==> src/rtl/key_debouncer_pkg.sv <==
// Shared types and 50 MHz default timing constants for the key debouncer.
package key_debouncer_pkg;

  typedef enum logic [1:0] {
    IDLE         = 2'd0,
    PRESS_WAIT   = 2'd1,
    PRESSED      = 2'd2,
    RELEASE_WAIT = 2'd3
  } kd_state_t;

  localparam int KD_STABLE_50M        = 50000;
  localparam int KD_REPEAT_DELAY_50M  = 25000000;
  localparam int KD_REPEAT_PERIOD_50M = 5000000;

  function automatic int kd_max(input int a, input int b);
    return (a > b) ? a : b;
  endfunction

endpackage

==> src/rtl/key_debounce_channel.sv <==
// One button channel: 2-FF synchroniser, debounce FSM with saturating counter,
// and an auto-repeat counter when KEY_DEBOUNCER_AUTOREPEAT_EN is defined.
module key_debounce_channel
  import key_debouncer_pkg::*;
#(
  parameter int STABLE_CYCLES  = KD_STABLE_50M,
  parameter int BTN_ACTIVE_LOW = 1,
  parameter int REPEAT_DELAY   = KD_REPEAT_DELAY_50M,
  parameter int REPEAT_PERIOD  = KD_REPEAT_PERIOD_50M
) (
  input  logic clk_50m,
  input  logic rst,
  input  logic btn_i,
  output logic level_o,
  output logic press_o,
  output logic release_o
);

  localparam int CW = $clog2(STABLE_CYCLES);
  localparam logic [CW-1:0] CNT_LAST = CW'(STABLE_CYCLES - 1);

  logic          pressed_raw;
  logic [1:0]    sync_q;
  logic          synced;
  kd_state_t     state_q, state_d;
  logic [CW-1:0] cnt_q, cnt_d;
  logic          level_q, level_d;
  logic          press_q, press_d;
  logic          release_q, release_d;
  logic          rep_fire;

  assign pressed_raw = (BTN_ACTIVE_LOW != 0) ? ~btn_i : btn_i;
  assign synced      = sync_q[1];

  // Synchroniser flops reset to the released value so a held key is re-accepted.
  always_ff @(posedge clk_50m or posedge rst) begin
    if (rst) begin
      sync_q    <= 2'b00;
      state_q   <= IDLE;
      cnt_q     <= '0;
      level_q   <= 1'b0;
      press_q   <= 1'b0;
      release_q <= 1'b0;
    end else begin
      sync_q    <= {sync_q[0], pressed_raw};
      state_q   <= state_d;
      cnt_q     <= cnt_d;
      level_q   <= level_d;
      press_q   <= press_d;
      release_q <= release_d;
    end
  end

  always_comb begin
    state_d = state_q;
    cnt_d   = cnt_q;
    case (state_q)
      IDLE: begin
        if (synced) begin
          state_d = PRESS_WAIT;
          cnt_d   = '0;
        end
      end
      PRESS_WAIT: begin
        if (!synced) begin
          state_d = IDLE;
          cnt_d   = '0;
        end else if (cnt_q == CNT_LAST) begin
          state_d = PRESSED;
          cnt_d   = '0;
        end else begin
          cnt_d = cnt_q + 1'b1;
        end
      end
      PRESSED: begin
        if (!synced) begin
          state_d = RELEASE_WAIT;
          cnt_d   = '0;
        end
      end
      RELEASE_WAIT: begin
        if (synced) begin
          state_d = PRESSED;
          cnt_d   = '0;
        end else if (cnt_q == CNT_LAST) begin
          state_d = IDLE;
          cnt_d   = '0;
        end else begin
          cnt_d = cnt_q + 1'b1;
        end
      end
      default: begin
        state_d = IDLE;
        cnt_d   = '0;
      end
    endcase
  end

  always_comb begin
    level_d   = (state_d == PRESSED) || (state_d == RELEASE_WAIT);
    press_d   = ((state_q == PRESS_WAIT) && synced && (cnt_q == CNT_LAST)) || rep_fire;
    release_d = (state_q == RELEASE_WAIT) && !synced && (cnt_q == CNT_LAST);
  end

`ifdef KEY_DEBOUNCER_AUTOREPEAT_EN
  localparam int RW = $clog2(kd_max(REPEAT_DELAY, REPEAT_PERIOD) + 1);

  logic [RW-1:0] rep_cnt_q, rep_cnt_d;
  logic          rep_armed_q, rep_armed_d;
  logic [RW-1:0] rep_target;

  // First strobe after REPEAT_DELAY held cycles, then one every REPEAT_PERIOD.
  always_comb begin
    rep_target  = rep_armed_q ? RW'(REPEAT_PERIOD - 1) : RW'(REPEAT_DELAY - 1);
    rep_fire    = 1'b0;
    rep_cnt_d   = '0;
    rep_armed_d = 1'b0;
    if ((state_q == PRESSED) && (state_d == PRESSED)) begin
      if (rep_cnt_q == rep_target) begin
        rep_fire    = 1'b1;
        rep_armed_d = 1'b1;
      end else begin
        rep_cnt_d   = rep_cnt_q + 1'b1;
        rep_armed_d = rep_armed_q;
      end
    end
  end

  always_ff @(posedge clk_50m or posedge rst) begin
    if (rst) begin
      rep_cnt_q   <= '0;
      rep_armed_q <= 1'b0;
    end else begin
      rep_cnt_q   <= rep_cnt_d;
      rep_armed_q <= rep_armed_d;
    end
  end
`else
  // Repeat disabled: a constant-false term that only touches the unused parameters.
  assign rep_fire = (REPEAT_DELAY < 0) && (REPEAT_PERIOD < 0);
`endif

  assign level_o   = level_q;
  assign press_o   = press_q;
  assign release_o = release_q;

endmodule

==> src/rtl/key_debouncer.sv <==
// Board button debouncer: N_BTN independent synchronise+debounce channels.
// Optional auto-repeat of press strobes with macro KEY_DEBOUNCER_AUTOREPEAT_EN.
module key_debouncer
  import key_debouncer_pkg::*;
#(
  parameter int N_BTN          = 5,
  parameter int STABLE_CYCLES  = KD_STABLE_50M,
  parameter int BTN_ACTIVE_LOW = 1,
  parameter int REPEAT_DELAY   = KD_REPEAT_DELAY_50M,
  parameter int REPEAT_PERIOD  = KD_REPEAT_PERIOD_50M
) (
  input  logic             clk_50m,
  input  logic             rst,
  input  logic [N_BTN-1:0] btn_i,
  output logic [N_BTN-1:0] btn_level_o,
  output logic [N_BTN-1:0] btn_press_o,
  output logic [N_BTN-1:0] btn_release_o
);

  for (genvar gi = 0; gi < N_BTN; gi++) begin : g_chan
    key_debounce_channel #(
      .STABLE_CYCLES  (STABLE_CYCLES),
      .BTN_ACTIVE_LOW (BTN_ACTIVE_LOW),
      .REPEAT_DELAY   (REPEAT_DELAY),
      .REPEAT_PERIOD  (REPEAT_PERIOD)
    ) u_chan (
      .clk_50m   (clk_50m),
      .rst       (rst),
      .btn_i     (btn_i[gi]),
      .level_o   (btn_level_o[gi]),
      .press_o   (btn_press_o[gi]),
      .release_o (btn_release_o[gi])
    );
  end

endmodule

==> config.mk <==
export PLATFORM = sky130hd
export DESIGN_NAME = key_debouncer
export DESIGN_NICKNAME = d
export VERILOG_FILES = /design/src/rtl/key_debouncer_pkg.sv /design/src/rtl/key_debounce_channel.sv /design/src/rtl/key_debouncer.sv
export SDC_FILE = /design/constraint.sdc
export NUM_CORES = 1
export LEC_CHECK = 0
export ABC_AREA = 1
export BUFFER_PORTS_ARGS = -buffer_cell sky130_fd_sc_hd__clkbuf_2
export CORE_MARGIN = 3
export CORE_UTILIZATION = 51
export CTS_CLUSTER_SIZE = 28
export DETAILED_ROUTE_END_ITERATION = 6
export PLACE_DENSITY = 0.75
export SYNTH_ARGS = -nofsm -noshare
export SYNTH_HDL_FRONTEND = slang
export SYNTH_SLANG_ARGS = --single-unit
==> constraint.sdc <==
create_clock -name clk_50m -period 3.9 [get_ports clk_50m]
set_input_delay 0.39 -clock clk_50m [delete_from_list [all_inputs] [get_ports clk_50m]]
set_output_delay 0.39 -clock clk_50m [all_outputs]
set_load 0.005 [all_outputs]
; ---- Word level (Yosys, flattened, before mapping)
; Cells that the tools add are included.
; Widths: inputs -> output; s select.
[op_classes]
n_addsub = 5
n_eq_ne = 40
muxes = 65
bitwise_logic = 5
n_reduce_logical = 40
[ops]
columns = operator, n
row1 = $mux 16, 25
row2 = $pmux 16 s4, 5
row3 = $add 16x1->16 const B, 5
row4 = $eq 16x16->1 const B, 5
row5 = $mux 2, 30
row6 = $eq 2x2->1 const B, 20
row7 = $pmux 2 s4, 5
row8 = $logic_and 1x1->1, 20
row9 = $eq 2x1->1 const B, 5
row10 = $logic_not 2->1, 5
row11 = $ne 2x1->1 const B, 5
row12 = $ne 2x2->1 const B, 5
row13 = $reduce_and 2->1, 5
row14 = $logic_not 1->1, 5
row15 = $logic_or 1x1->1, 5
row16 = $not 1->1, 5
[word_totals]
ff_bits = 115
output_inout_bits = 15
elab_cells = 185

; ---- Logic depth before layout (Yosys ltp)
[depth]
depth_word = 6
depth_mapped = 10
ltp_nobuf = 10

; ---- Cells and area by module
; From an unflattened synthesis, not the netlist that was laid out.
[hier_totals]
cells_unflattened = 757
hier_area_um2 = 6394.9
[by_module_without_submodules]
columns = module, n_inst, cells_each, area_per_inst_um2
row1 = key_debounce_channel at g_chan[0].u_chan ..., 4, 147, 1258.7
row2 = key_debounce_channel at g_chan[4].u_chan, 1, 169, 1360.1

; ---- Worst setup path after synthesis
; Ideal clock, no wire load.
[synth_timing]
path_kind = register to register
startpoint = register g_chan[2].u_chan.cnt_q[0]
endpoint = register g_chan[2].u_chan.level_q
setup_ns = 0.118
arrival_ns = 1.237
slack_ns = 2.545
path_stages_with_launch = 11
path_buffers = 0
synth_period_minus_slack_ns = 1.355
path_cell_list = dfrtp_1 ha_1 nand2_1 inv_1 nand2_1 nor2_1 nand2_2 nor2_4 nand2_1 o21ai_2 inv_1
[synth_between]
elab_chain_len = 6
word_cells_on_any_way = 9
classes_between = eq/ne (3) / mux (5) / reduce/logical (1)
[synth_lines]
columns = element, line
row1 = from (decl), key_debounce_channel.sv:26  ; logic [CW-1:0] cnt_q, cnt_d;
row2 = from (signal assigned), key_debounce_channel.sv:47  ; cnt_q <= cnt_d;
row3 = $eq 16x16->1 (*), "key_debounce_channel.sv:68, key_debounce_channel.sv:85"
row4 = $mux 2 (on tied branches), "key_debounce_channel.sv:85, key_debounce_channel.sv:68"
row5 = $mux 2 (on tied branches), "key_debounce_channel.sv:82, key_debounce_channel.sv:65"
row6 = $pmux 2 s4 (*), key_debounce_channel.sv:57  ; case (state_q)
row7 = $eq 2x2->1, key_debounce_channel.sv:100  ; level_d = (state_d == PRESSED) || (state_d == RELEASE_WAIT);
row8 = $logic_or 1x1->1 (*), key_debounce_channel.sv:100
row9 = named net g_chan[2].u_chan.level_d, key_debounce_channel.sv:27  ; logic level_q, level_d;
row10 = to (signal assigned), key_debounce_channel.sv:48  ; level_q <= level_d;
row11 = to (decl), key_debounce_channel.sv:27
; The timed path passes the listed nets; every way through them passes the cells marked *.
; A chain may end at the register's enable or synchronous reset.

; ---- Worst setup path in the final report
[layout_timing]
startpoint = register g_chan[1].u_chan.state_q[1]
endpoint = register g_chan[1].u_chan.cnt_q[9]
[layout_between]
elab_chain_len = 3
word_cells_on_any_way = 8
classes_between = eq/ne (5) / mux (1) / reduce/logical (2)
[layout_lines]
columns = element, line
row1 = from (decl), key_debounce_channel.sv:25  ; kd_state_t state_q, state_d;
row2 = from (signal assigned), key_debounce_channel.sv:46  ; state_q <= state_d;
row3 = $eq 2x2->1 or $logic_not 2->1 (tied branches), key_debounce_channel.sv:57
row4 = $ne 2x2->1 (no line) or $ne 2x1->1 (tied branches), --
row5 = $reduce_and 2->1 (no line), --
row6 = to (signal assigned), key_debounce_channel.sv:47
row7 = to (decl), key_debounce_channel.sv:26
; Parallel ways exist; a longest one is shown, timed or not.

==> flow_summary.yaml <==
logic_synthesis:
  synth_async_sr_flop_share: 1.00
  syn_area_um2: 6130
  synth_nets: 786
  synth-seq-area-share: 0.470
  ys_seq_elements: 115
  syn_avg_cell_area_um2: 7.92
  yosysWarnings: 0
  synthCells: 774
  synth_edf_count: 0
  synth_ff_type: "dfrtp_1"
  synth.distinct_cells: 32
route:
  route.detailed.drc: 0
  routedWlPerCell_um: 12.6
  ant_nets: 0
  routed-wl-met2_um: 5840
  wl_met1_um: 5500
  wirelength_um: 12000
  avgViaCountPerCell: 5.16
  top_layer_used: "met4"
  vias: 4911
  dr.pass1.iters: 5
  met3RoutedLength_um: 430
  dr.first_iter.drc_count: 347
layout:
  syn_to_final_growth_pct: 13.3
  mostFrequentLayoutCells: "nand2_1 (205), dfrtp_1 (115), nor2_1 (100)"
  nNetsFinal: 808
  drive_gt1_frac: 0.152
  regArea_um2: 2880
  stdcell_count: 952
  diodes: 0
  fillerInstances: 977
  final_common_cell: "nand2_1"
  multi_input_area_um2: 2720
setup_path:
  crit_arrival_ps: 2090
  r2r_end: "g_chan[1].u_chan.cnt_q[9]"
  cp.depth: 6
  end_kind: "register"
  worstRegToRegCells: 6
  path_cells: "inv_1, nand2_1, nand2_1, nor2_1, inv_1, o22ai_1"
  slowest_stage: "nor2_1"
  crit_buf_inv: 2
  crit_path_end: "g_chan[1].u_chan.cnt_q[9]"
  crit_required_ps: 4230
  worst_r2r_startpoint: "g_chan[1].u_chan.state_q[1]"
  reg2reg_slack_ps: 2130
  crit_path_max_fanout: 12
  slowest_delay_ps: 630
  crit_path_start_kind: "register"
  path_delay_family: "simple AND/OR/NAND/NOR gates"
  path_class: "register to register"
  worstSetupStartpoint: "g_chan[1].u_chan.state_q[1]"
die:
  num_rows: 39
  fp.coreArea_um2: 11600
  io_pins: 22
  die_area_um2: 13400
  start_util: 0.530
  die_x_um: 116
  die_h_um: 116
sta:
  period_needed_ps: 1770
  slew_violations: 0
  skew_ps: 5.75
  setup_tns_ps: 0
  hold_violations: 0
  grt_setup_unrepaired: "no"
  post-route-period-util: 0.453
  finalSetupViolCount: 0
  fmax_mhz: 567
  maxSlewHeadroom: 0.408
  worstMarginPinSlew_ps: 888
power:
  p_leak_nw: 3.29
  cellPowerDensity_nw_per_um2: 437
  peakVddDrop_uv: 256
run:
  maxCapViolCount: 0
clock_tree:
  ctsHoldBuffers: 0
  cts_tree: "built"
  cts_buffers: 17
  cts_root_buffer: "clkbuf_16"
  cts_buffer_depth: 2
  insertion_delay_ps: 420
  cts_resized: 0
  cts_setup_buffers: 0
  clkTransAtPathRegs_ps: 50
  cts.sinks: 115
  clock_tree.htree_level_count: 4
placement:
  place.gp.congestion: 0.863
  dp_cells: 920
  dp_hpwl_um: 8360
  port_buffers: 21
outcome:
  status: "finished clean"
grt:
  grt.total_usage: 0.200
  antenna_found_initial: 0
  grt_pass1_vias: 4753
  grt_pass1_wl_um: 21300
  overflow: 0
  grt_max_degree: 75
hold_path:
  min_path_type: "input pin to register"
==> worst register-to-register path, stage by stage (launching register included) <==
cell     delay (ps)
dfrtp_1         340
inv_1            60
nand2_1          80
nand2_1          90
nor2_1          630
inv_1           250
o22ai_1         230
==> worst min path at each step <==
stage | start | to | slack, ps | cells after the start
detailed placement | g_chan[4].u_chan.sync_q[0] | g_chan[4].u_chan.sync_q[1] | 340 | 0
finish | btn_i[2] | g_chan[2].u_chan.sync_q[0] | 110 | 2
floorplan | g_chan[0].u_chan.sync_q[0] | g_chan[0].u_chan.sync_q[1] | 330 | 0
global placement | g_chan[2].u_chan.sync_q[0] | g_chan[2].u_chan.sync_q[1] | 330 | 0
global route | btn_i[1] | g_chan[1].u_chan.sync_q[0] | 110 | 2
CTS | btn_i[2] | g_chan[2].u_chan.sync_q[0] | 100 | 2
==> metrics by stage <==
step / util / setup slack [ps] / hold WS [ps] / power (W) / instance area, µm²
floorplan: - / 466 / 331 / 0.00132 / 6130
global placement: 0.543 / 2270 / 334 / 0.00134 / 6280
detailed placement: 0.543 / 2150 / 336 / 0.00135 / 6280
CTS: 0.600 / 2120 / 99.1 / 0.00307 / 6940
global route: 0.600 / 1900 / 113 / 0.00314 / 6940
finish: 0.600 / 2130 / 110 / 0.00304 / 6940
==> area by class of cell <==
| class | count | share of cell area |
|---|---|---|
| clock buffer | 19 | 0.0652 |
| clock inverter | 13 | 0.0297 |
| inverter | 104 | 0.0566 |
| multi-input combinational | 535 | 0.391 |
| sequential | 115 | 0.414 |
| tap | 143 | 0.0258 |
| timing repair buffer | 23 | 0.0173 |
==> logic make-up after synthesis <==
| logic type | synth area share |
|---|---|
| simple gates | 0.330 |
| buf+inv | 0.0874 |
| flops | 0.470 |
| compound gates | 0.0512 |
| xor+xnor | 0.0514 |
| fa+ha+maj | 0.0102 |
==> flip-flops by register name, summed over array words and instances, names as in the netlist <==
signal                   cells
g_chan.u_chan.press_o        5
g_chan.u_chan.sync_q        10
g_chan.u_chan.state_q       10
g_chan.u_chan.level_o        5
g_chan.u_chan.cnt_q         80
g_chan.u_chan.release_o      5
==> report_power, final <==
part | total, W | internal (W) | switching, W | leakage [nW]
sequential | 0.00123 | 0.00121 | 0.0000142 | 1.57
clock | 0.00171 | 0.00116 | 0.000548 | 0.319
combinational | 0.0000992 | 0.0000229 | 0.0000762 | 1.41
==> Yosys cell counts (all sizes together), types with 2 or more instances <==
library cell | count | area share
dfrtp | 115 | 0.47
o21ai | 32 | 0.027
nand2 | 225 | 0.15
nand4 | 14 | 0.014
xor2 | 30 | 0.043
nor3 | 7 | 0.0065
nand3 | 66 | 0.061
buf | 20 | 0.024
nor2 | 124 | 0.095
a21oi | 6 | 0.0061
nand3b | 2 | 0.0024
inv | 104 | 0.064
o21bai | 5 | 0.0061
o22ai | 9 | 0.0092
ha | 5 | 0.010
xnor2 | 6 | 0.0086
==> routing by layer <==
metal / vias to the layer above / global-route usage
met2: 84 / 0.328
li1: 2460 / -
met3: 24 / 0.0475
met4: 0 / 0.0828
met1: 2343 / 0.255
met5: - / 0
Power figures use the tool's default switching activity.
